File: src/rtl/y86_seq_controller.sv
// Multi-cycle stage sequencer for the Y86-64 sequential core: walks each instruction
// through the stages, handles the data-memory handshake, owns the status register and keeps run counters.
module y86_seq_controller #(
    parameter int CNT_W       = 32,
    parameter int MEM_TIMEOUT = 16
) (
    input  logic             clk,
    input  logic             rst,
    input  logic             start,
    input  logic             step_mode,
    input  logic             step,
    input  logic [3:0]       icode,
    input  logic             halt_prog,
    input  logic             instr_valid,
    input  logic             pc_error,
    input  logic             mem_ack,
    input  logic             mem_error,
    output logic             fetch_en,
    output logic             decode_en,
    output logic             exec_en,
    output logic             mem_en,
    output logic             wb_en,
    output logic             pc_en,
    output logic             cc_en,
    output logic             mem_req,
    output logic [3:0]       stat,
    output logic             busy,
    output logic             done,
    output logic [CNT_W-1:0] cycle_count,
    output logic [CNT_W-1:0] instr_count,
    output logic [3:0]       dbg_state_o
);

    // Handshake: mem_req is held high for every MEMORY cycle; the access is complete
    // on the first cycle mem_ack is seen high, and mem_error is only meaningful with that ack.

    localparam int TMO_W = $clog2(MEM_TIMEOUT + 1);
    localparam logic [TMO_W-1:0] TMO_LAST = TMO_W'(MEM_TIMEOUT - 1);

    localparam logic [3:0] STAT_AOK = 4'b1000;
    localparam logic [3:0] STAT_HLT = 4'b0100;
    localparam logic [3:0] STAT_ADR = 4'b0010;
    localparam logic [3:0] STAT_INS = 4'b0001;

    typedef enum logic [3:0] {
        S_IDLE      = 4'd0,
        S_FETCH     = 4'd1,
        S_DECODE    = 4'd2,
        S_EXECUTE   = 4'd3,
        S_MEMORY    = 4'd4,
        S_WRITEBACK = 4'd5,
        S_PCUPD     = 4'd6,
        S_STEP_HOLD = 4'd7,
        S_STOPPED   = 4'd8
    } state_t;

    state_t           state_q, state_d;
    logic [3:0]       stat_q, stat_d;
    logic [TMO_W-1:0] tmo_q, tmo_d;
    logic [CNT_W-1:0] cyc_cnt_q, cyc_cnt_d;
    logic [CNT_W-1:0] ins_cnt_q, ins_cnt_d;
    logic             is_mem_op;

    assign is_mem_op = (icode == 4'h4) || (icode == 4'h5) || (icode == 4'h8) ||
                       (icode == 4'h9) || (icode == 4'hA) || (icode == 4'hB);

    always_ff @(posedge clk or posedge rst) begin
        if (rst) begin
            state_q   <= S_IDLE;
            stat_q    <= STAT_AOK;
            tmo_q     <= '0;
            cyc_cnt_q <= '0;
            ins_cnt_q <= '0;
        end else begin
            state_q   <= state_d;
            stat_q    <= stat_d;
            tmo_q     <= tmo_d;
            cyc_cnt_q <= cyc_cnt_d;
            ins_cnt_q <= ins_cnt_d;
        end
    end

    // Status is only ever written on the transition into STOPPED.
    always_comb begin
        state_d = state_q;
        stat_d  = stat_q;
        case (state_q)
            S_IDLE: begin
                if (start) state_d = S_FETCH;
            end
            S_FETCH: begin
                if (pc_error) begin
                    state_d = S_STOPPED;
                    stat_d  = STAT_ADR;
                end else if (!instr_valid) begin
                    state_d = S_STOPPED;
                    stat_d  = STAT_INS;
                end else if (halt_prog) begin
                    state_d = S_STOPPED;
                    stat_d  = STAT_HLT;
                end else begin
                    state_d = S_DECODE;
                end
            end
            S_DECODE:    state_d = S_EXECUTE;
            S_EXECUTE:   state_d = is_mem_op ? S_MEMORY : S_WRITEBACK;
            S_MEMORY: begin
                if (mem_ack) begin
                    if (mem_error) begin
                        state_d = S_STOPPED;
                        stat_d  = STAT_ADR;
                    end else begin
                        state_d = S_WRITEBACK;
                    end
                end else if (tmo_q == TMO_LAST) begin
                    state_d = S_STOPPED;
                    stat_d  = STAT_ADR;
                end
            end
            S_WRITEBACK: state_d = S_PCUPD;
            S_PCUPD:     state_d = step_mode ? S_STEP_HOLD : S_FETCH;
            S_STEP_HOLD: begin
                if (step || !step_mode) state_d = S_FETCH;
            end
            S_STOPPED:   state_d = S_STOPPED;
            default:     state_d = S_IDLE;
        endcase
    end

    always_comb begin
        fetch_en  = 1'b0;
        decode_en = 1'b0;
        exec_en   = 1'b0;
        mem_en    = 1'b0;
        wb_en     = 1'b0;
        pc_en     = 1'b0;
        cc_en     = 1'b0;
        mem_req   = 1'b0;
        busy      = 1'b0;
        done      = 1'b0;
        case (state_q)
            S_FETCH: begin
                fetch_en = 1'b1;
                busy     = 1'b1;
            end
            S_DECODE: begin
                decode_en = 1'b1;
                busy      = 1'b1;
            end
            S_EXECUTE: begin
                exec_en = 1'b1;
                cc_en   = (icode == 4'h6);
                busy    = 1'b1;
            end
            S_MEMORY: begin
                mem_en  = 1'b1;
                mem_req = 1'b1;
                busy    = 1'b1;
            end
            S_WRITEBACK: begin
                wb_en = 1'b1;
                busy  = 1'b1;
            end
            S_PCUPD: begin
                pc_en = 1'b1;
                busy  = 1'b1;
            end
            S_STOPPED: done = 1'b1;
            default: ;
        endcase
    end

    // Timeout counter runs only while in MEMORY, so it is zero on every entry.
    always_comb begin
        tmo_d = (state_q == S_MEMORY) ? tmo_q + TMO_W'(1) : '0;
        cyc_cnt_d = cyc_cnt_q;
        if (busy && (cyc_cnt_q != '1)) cyc_cnt_d = cyc_cnt_q + CNT_W'(1);
        ins_cnt_d = ins_cnt_q;
        if ((state_q == S_PCUPD) && (ins_cnt_q != '1)) ins_cnt_d = ins_cnt_q + CNT_W'(1);
    end

    assign stat        = stat_q;
    assign cycle_count = cyc_cnt_q;
    assign instr_count = ins_cnt_q;
    assign dbg_state_o = state_q;

endmodule

File: config.mk
export PLATFORM = sky130hd
export DESIGN_NAME = y86_seq_controller
export DESIGN_NICKNAME = d
export VERILOG_FILES = /design/src/rtl/y86_seq_controller.sv
export SDC_FILE = /design/constraint.sdc
export NUM_CORES = 1
export LEC_CHECK = 0
export BUFFER_PORTS_ARGS = -buffer_cell sky130_fd_sc_hd__buf_2
export CORE_UTILIZATION = 35
export CTS_CLUSTER_SIZE = 14
export DETAILED_ROUTE_END_ITERATION = 8
export PLACE_DENSITY_LB_ADDON = 0.15
export RECOVER_POWER = 100
export SLEW_MARGIN = 20
export SYNTH_ARGS = -nofsm -noshare
export SYNTH_HDL_FRONTEND = slang
export SYNTH_SLANG_ARGS = --single-unit
File: constraint.sdc
create_clock -name clk -period 4.85 [get_ports clk]
set_input_delay 0.7275 -clock clk [delete_from_list [all_inputs] [get_ports clk]]
set_output_delay 0.7275 -clock clk [all_outputs]
set_load 0.02 [all_outputs]
### Word level (Yosys, flattened, before mapping)

Index checks and enable logic that the tools add are counted.

| operators by class | value |
|---|---|
| add/subtract/negate cells | 3 |
| equality and inequality tests | 23 |
| mux-type cells | 28 |
| reduce and logical (&&, ||, !) cells | 14 |

Operator list:

| operator | count |
|---|---|
| $add 32x1->32 const B | 2 |
| $ne 32x32->1 const B | 2 |
| $mux 4 | 14 |
| $pmux 4 s9 | 1 |
| $eq 4x3->1 const B | 7 |
| $eq 4x4->1 const B | 5 |
| $mux 1 | 10 |
| $eq 4x2->1 const B | 2 |
| $pmux 4 s2 | 1 |
| $logic_or 1x1->1 | 6 |
| $ne 3x3->1 const B | 2 |
| $reduce_or 6->1 | 1 |
| $add 5x1->5 const B | 1 |
| $eq 5x4->1 const B | 1 |
| $mux 5 | 1 |
| $eq 4x1->1 const B | 1 |
| $logic_not 4->1 | 1 |
| $ne 2x2->1 const B | 2 |
| $ne 4x4->1 const B | 1 |
| $reduce_and 4->1 | 1 |
| $mux 3 | 1 |
| $reduce_and 3->1 | 1 |
| $logic_and 1x1->1 | 2 |
| $reduce_bool 2->1 | 1 |
| $logic_not 1->1 | 1 |

| storage, ports and cells | value |
|---|---|
| word-level logic and storage cells | 73 |
| output and inout bits | 82 |
| flip-flop bits (word level) | 77 |

### Longest topological paths before layout

Gate-level depths: netlist of the first run.

| logic depth | value |
|---|---|
| depth after elaboration | 8 |
| depth in mapped cells | 7 |
| depth with buffers taken out | 7 |

### Worst setup path before layout of the first run

No wires, ideal clock.

| timing path | value |
|---|---|
| path type | reg2out |
| from | register state_q[0] (netlist: dbg_state_o[0]) |
| to | output port cc_en |
| buffers on the path | 1 |
| arrival time | 1.916 ns |
| setup slack | 2.206 ns |
| stages on the path, launching flop included | 4 |
| required time | 4.123 ns |
| path through | dfrtp_1 -> clkbuf_1 -> and4_1 -> nor4b_1 |

| on the way | value |
|---|---|
| longest elaborated chain between the ends | 2 |

RTL lines:

| what | line | RTL |
|---|---|---|
| from (decl) | 57 | `state_t state_q, state_d;` |
| from (signal assigned) | 75 | `state_q <= state_d;` |
| $eq 4x2->1 | 141 | `case (state_q)` |
| $mux 1 | 141 |  |
| to (decl) | 24 | `output logic cc_en,` |

Every way passes these cells.

### Worst setup path after layout of the first run

| timing path | value |
|---|---|
| from | register state_q[2] (netlist: dbg_state_o[2]) |
| to | register cyc_cnt_q[30] (netlist: cycle_count[30]) |

| on the way | value |
|---|---|
| longest elaborated chain between the ends | 4 |
| elaborated cells on any way between the ends | 9 |
| those cells by class | 6 x eq/ne; 1 x mux; 2 x reduce/logical |

RTL lines:

| what | line | RTL |
|---|---|---|
| $eq 4x3->1 (tied with other cells) | 141 |  |
| $reduce_or 6->1 (no line) * | - |  |
| $mux 1 * | 141 |  |
| $logic_and 1x1->1 * | 177 | `if (busy && (cyc_cnt_q != '1)) cyc_cnt_d = cyc_cnt_q + CNT_W'(1);` |
| to (signal assigned) | 78 | `cyc_cnt_q <= cyc_cnt_d;` |
| to (decl) | 60 | `logic [CNT_W-1:0] cyc_cnt_q, cyc_cnt_d;` |

Every way passes the cells marked *; elsewhere a longest branch is shown, timed or not.
A chain may end at the register's enable or synchronous reset.

==> metrics.txt, run 1 <==
post-synth top area cell=dfrtp_1; combinational power share=20.6%; Via density=5.10; CTS Sinks=77; Distinct cells, synth=50; DR iter-0 viols=112; Final ANT Viol Nets=0; Post-synth top cells=dfrtp_1 (76), nand2_1 (38), xnor2_1 (34); Crit. End Element=register; Critical-path top delay cell=a2111oi_0; cts hold-fix bufs=0; post-synthesis sequential area ratio=48.9%; root buffer cell=clkbuf_8; Synth Warn #=0; Pre-Repair DR Iteration Count=4; HPWL Detailed=6.60 mm; Hold Path Class=reg2reg; Worst R2R Path Depth=5; Nets=493; Cell Area, Synth=0.00394 mm2; ys async rst share=100%; Antenna diodes=0; # IOs=96; grt total ovfl=0; ranking of synthesized cells by area=dfrtp_1 (48%), xnor2_1 (7.6%), xor2_1 (5.6%); postcts setup bufs=0; global-route wire length before repair=14.9 mm; leakage dissipation=2.01 nW; WL final=9.09 mm; dpl cells=604; share of layout cells above drive strength 1=8.13%; Slew Viols, Final=65; final setup fails=0; Setup WS post-layout=1.53 ns; DP Worst Slack=2.44 ns; pwr dens=344 mW/mm2; clock buffer depth=2; nature of the critical path startpoint=register; Max VDD drop=0.220 mV; hold depth=1; data required time of the worst path=5.09 ns; final worst path period share=68.4%; Post-synth EDFFs=0; Setup TNS Final=0 ns; Slowest Stage Delay on Critical Path=1.62 ns; Clock transition at path regs=0.07 ns; fin crit period=3.32 ns; Area Overhead vs Synth=14.9%; via count=3159; Synth top area share=48.3%; H-tree Lvls=3; average size of a mapped cell=10.5 um2; wire length per cell=14.7 um; most instantiated library cell after synthesis=dfrtp_1; Port-buffer cells=95; CTS tree=built; pin slew with the least headroom to its limit=2.09 ns; antenna violations before repair=0; post_cts resized=0; WP data arrival=3.56 ns; CP cell instances=a21boi_2 -> o21ai_0 -> a2111oi_0 -> nand3_1 -> xnor2_1; total CTS buffers=9; Slew Limit Headroom=-40.1%; Flop pwr share=48.9%; final hold violation count=0; sw frac=32.4%; syn nets=393; die height=108 um; Finished Layout Cells=620; Mapped Cells=375; row count=38; Synth Flop Type=dfrtp_1; synthesis-stage register bit count=77; vias in the first global route=3000; internal power=0.00105 W; maximum clock rate=301 MHz; status=complete, but fails checks; Fin Clk Skew=0.00381 ns; insertion delay to the later sink of the worst-skew pair=0.35 ns; Core ar.=0.0109 mm2; total track usage=16.5%; die area=0.0117 mm2; crit path kind=reg2reg; Max-Cap Viols=3; Min Hold Slack=0.458 ns; Remaining DRCs=0; Starting Density=36.2%; RSZ-0062 raised after global routing=false; failing checks=capacitance limit, slew limit; switching power=0.000505 W; routability cong.=0.773; Die Span X=108 um; worst-path fanout max=12; clock power share=30.5%; largest net degree at the start of global routing=47
-- sequential cells by signal, summed over array words and instances, names as in the netlist --
signal / cells
tmo_q: 5
cycle_count: 32
stat: 4
dbg_state_o: 4
instr_count: 32
-- critical path, delay by kind of cell, from the launching register on --
kind             cells  cell delay, ns
flip-flops           1            0.60
XOR/XNOR             1            0.22
AO/OA/AOI/OAI        3            2.09
AND/OR/NAND/NOR      1            0.30
-- cell usage in the layout, fill, tap and decap left out, types with 10 or more instances in the layout --
master,Yosys,layout
clkbuf_8,0,10
xor2_1,25,25
and3_1,14,14
xnor2_1,34,34
inv_1,10,10
nand4_1,22,22
nand3_1,31,32
nand2_1,38,38
dfrtp_1,76,76
nor2_1,26,26
nor3_1,11,13
clkbuf_1,1,85
buf_2,3,15
-- power groups by stage --
stage	sequential [W]	combinational (W)	clock [W]
after CTS	0.000767	0.000360	0.000497
after global routing	0.000775	0.000355	0.000523
after detailed placement	0.000777	0.000359	0
after floorplan	0.000805	0.000213	0
after global placement	0.000775	0.000357	0
final	0.000763	0.000321	0.000476
-- cell type report --
| cell class | count | area, um2 |
|---|---|---|
| Clock buffer | 15 | 156 |
| Clock inverter | 1 | 30.0 |
| Fill cell | 1135 | 6360 |
| Inverter | 11 | 42.5 |
| Multi-Input combinational cell | 280 | 1810 |
| Sequential cell | 77 | 1930 |
| Tap cell | 140 | 175 |
| Timing Repair Buffer | 96 | 383 |
-- through the flow --
stage / util (%) / total power [W] / area [um2]
after detailed placement: 41.9 / 0.00114 / 4560
after global routing: 41.6 / 0.00165 / 4530
final: 41.6 / 0.00156 / 4530
after CTS: 43.6 / 0.00162 / 4740
after global placement: 41.9 / 0.00113 / 4560
after floorplan: - / 0.00102 / 3940
-- cell families after synthesis --
| group | after synthesis | share of synthesized area, % |
|---|---|---|
| buffers and inverters | 18 | 2.10 |
| DFF | 77 | 48.9 |
| adders and majority gates | 4 | 1.27 |
| and+or+nand+nor | 187 | 27.1 |
| muxes | 7 | 1.97 |
| AOI/OAI and AO/OA | 23 | 5.49 |
| xor gates and xnor gates | 59 | 13.1 |
-- path summary, 6_finish.rpt --
check                                                 from                           to  slack (ns)
worst max-delay path            dbg_state_o[2]$_DFFE_PP0P_  cycle_count[30]$_DFFE_PP0P_        1.53
worst min-delay path                    tmo_q[0]$_DFF_PP0_           tmo_q[0]$_DFF_PP0_        0.46
worst max register to register  dbg_state_o[2]$_DFFE_PP0P_  cycle_count[30]$_DFFE_PP0P_        1.53
worst min register to register          tmo_q[0]$_DFF_PP0_           tmo_q[0]$_DFF_PP0_        0.46
max in group asynchronous                              rst          stat[3]$_DFFE_PP1P_        2.71
min in group asynchronous                              rst  cycle_count[21]$_DFFE_PP0P_        0.92
-- metal layers --
layer	up-vias	global-route usage, %	wire (um)
met5	-	0	0
met3	11	3.62	391
met4	0	7.34	153
li1	1534	-	-
met2	82	25.5	4310
met1	1532	22.1	4240
(Power assumes the default switching activity.)
==> inputs of run 2 (changes only) <==
- ABC_AREA: default -> 1
- clock period: 4.85 -> 2.75 ns (I/O delays scaled with it)
==> metrics.txt, run 2 <==
RSZ-0062 raised after global routing=false; final hold violation count=0 (unchanged); maximum clock rate=443 MHz; total track usage=19.2% (+2.7 points); via count=4966 (+57%); Slew Limit Headroom=-32.1% (+8.0 points); CP top delay family=simple AND/OR/NAND/NOR gates; Setup TNS Final=0 ns (unchanged); Clock transition at path regs=0.06 ns (about the same); Remaining DRCs=0 (unchanged); Mapped Cells=804 (+110%); met3 global-route usage=4.52% (+0.90 points); Crit. End Element=output port; commonest non-fill, non-tap cell in the layout=nand2_1; Setup WS post-layout=0.494 ns (-1.04 ns); Critical-path top delay cell=nor3_2; CTS tree=built; Port-buffer cells=95 (unchanged); CTS Sinks=77 (unchanged); Die Span X=123 um (+14%); Core ar.=0.0141 mm2 (+29%); synthesis-stage register bit count=77 (unchanged); WL final=13.6 mm (+49%); post-synth top area cell=dfrtp_1; postcts setup bufs=0 (unchanged); Post-synth top cells=nand2_1 (389), nor2_1 (112), dfrtp_1 (76); Distinct cells, synth=28 (-44%); Min Hold Slack=0.361 ns (-0.0972 ns); final setup fails=0 (unchanged); root buffer cell=clkbuf_16; final worst path period share=82.0%; clock buffer depth=2 (unchanged); Area Overhead vs Synth=15.1%; grt total ovfl=0 (unchanged); cts hold-fix bufs=0 (unchanged); HPWL Detailed=10.1 mm (+54%); total power=0.00328 W (+110%); routability cong.=0.826 (+6.9%); crit path kind=reg2out; worst-path fanout max=8 (-4); status=complete, but fails checks; average size of a mapped cell=6.38 um2 (-39%); data required time of the worst path=2.34 ns (-2.75 ns); Synth Warn #=0 (unchanged); Hold Path Class=in2reg; met2 Use GR=32.3% (+6.8 points); Slew Viols, Final=78 (+20%); most instantiated library cell after synthesis=nand2_1; Max VDD drop=0.423 mV (+92%); hold depth=4 (+3); Worst R2R Path Depth=9 (+4); WP data arrival=1.84 ns (-1.72 ns); WP buf/inv=1 (+1); post_cts resized=0 (unchanged); most frequent cells in the layout=nand2_1 (396), nor2_1 (117), clkbuf_1 (80); share of layout cells above drive strength 1=6.39% (-1.7 points); pwr dens=555 mW/mm2 (+61%); Fill cells=1644 (+45%); CP cell instances=nand2_1 -> nor2_1 -> nor3_2 -> buf_2; pin slew with the least headroom to its limit=1.98 ns (-0.109 ns); vias in the first global route=4596 (+53%); failing checks=capacitance limit, slew limit; ranking of synthesized cells by area=dfrtp_1 (37%), nand2_1 (28%), nor2_1 (8.2%); Max-Cap Viols=1 (-2); # IOs=96 (unchanged); Post-synth EDFFs=0 (unchanged); Nets=920 (+87%); total CTS buffers=9 (unchanged); insertion delay to the later sink of the worst-skew pair=0.35 ns (about the same); syn nets=822 (+110%); wire length per cell=12.5 um (-15%); Final ANT Viol Nets=0 (unchanged); DR iter-0 viols=209 (+87%); Pre-Repair DR Iteration Count=4 (unchanged); Cell Area, Synth=0.00513 mm2 (+30%); die height=123 um (+14%); ys async rst share=100% (unchanged); Synth Flop Type=dfrtp_1; nature of the critical path startpoint=register; post-synthesis sequential area ratio=37.6% (-11 points); leakage dissipation=2.77 nW (+37%); die area=0.0151 mm2 (+29%); met1 Usage GRT=25.0% (+2.9 points); Synth top area share=37.1% (-11 points); Most Crowded Layer GR=met2; fin crit period=2.26 ns; cell depth of the worst setup path=4 (-1); DP Worst Slack=0.740 ns (-1.70 ns); H-tree Lvls=3 (unchanged); Antenna diodes=0 (unchanged); antenna violations before repair=0 (unchanged); final core utilization=41.9% (+0.27 points); row count=43 (+13%); global-route wire length before repair=22.6 mm (+51%); Slowest Stage Delay on Critical Path=0.53 ns (-1.09 ns); Starting Density=36.4% (+0.17 points); Fin Clk Skew=0.00596 ns (+0.00214 ns); Via density=4.57 (-10%); largest net degree at the start of global routing=78 (+66%)
[run 2: cell count changes after synthesis, moves of 8 or more]
cell | previous run | this run
and3_1 | 14 | 0
and4_1 | 9 | 0
nand2_2 | 0 | 15
nand4_1 | 22 | 9
xnor2_1 | 34 | 12
nor2_2 | 0 | 9
nand2_1 | 38 | 389
inv_1 | 10 | 75
nor2_1 | 26 | 112
nand3_1 | 31 | 39
o21ai_0 | 4 | 14
xor2_1 | 25 | 13
[run 2: per-stage QoR]
step	instance area, um2	cells
2_1_floorplan	5130	804
3_3_place_gp	5760	1071
3_5_place_dp	5760	1071
4_1_cts	6070	1087
5_1_grt	5900	1087
6_report	5900	1087
[run 2: logic make-up (layout without fill, tap and decap cells)]
group | count (synthesis) | after routing | synth area share [%]
AO/OA/AOI/OAI | 20 | 20 | 2.03
AND/OR/NAND/NOR | 588 | 588 | 47.2
flip-flops | 77 | 77 | 37.6
adder cells (fa/ha/maj) | 4 | 4 | 0.976
XOR/XNOR | 25 | 25 | 4.27
buffers and inverters | 90 | 193 | 7.93
[run 2: worst paths after layout]
path / startpoint / end / slack, ns
max: dbg_state_o[0]$_DFFE_PP0P_ / busy / 0.49
min: instr_valid / stat[0]$_DFFE_PP0P_ / 0.36
max reg2reg: cycle_count[0]$_DFFE_PP0P_ / cycle_count[5]$_DFFE_PP0P_ / 0.56
min reg2reg: stat[3]$_DFFE_PP1P_ / stat[3]$_DFFE_PP1P_ / 0.45
max in group asynchronous: rst / cycle_count[11]$_DFFE_PP0P_ / 0.80
min in group asynchronous: rst / instr_count[26]$_DFFE_PP0P_ / 0.77
[run 2: power by group]
part           internal [W]  switching, W  leakage, nW
sequential          0.00120     0.0000873         1.06
combinational      0.000183      0.000558         1.56
clock              0.000717      0.000526        0.148
total               0.00211       0.00117         2.77
[run 2: cell type report]
type | instances | area, um2 | area share [%]
well taps | 180 | 225 | 3.82
multi-input cells | 637 | 2740 | 46.4
clock inverters | 7 | 83.8 | 1.42
flip-flops and latches | 77 | 1930 | 32.7
inverters | 79 | 303 | 5.13
repair buffers | 98 | 395 | 6.70
clock buffers | 9 | 225 | 3.82
[run 2: tightest hold or removal path: cells and delay by family]
family / cells / cell delay [ns]
buf+inv: 2 / 0.11
simple gates: 1 / 0.06
compound gates: 1 / 0.07
[run 2: per-layer routing]
layer	share of wire (%)	vias to the layer above	wire length, um
li1	-	2646	-
met1	47	2242	6410
met2	48	68	6540
met3	3.8	10	512
met4	0.85	0	116
met5	0	-	0
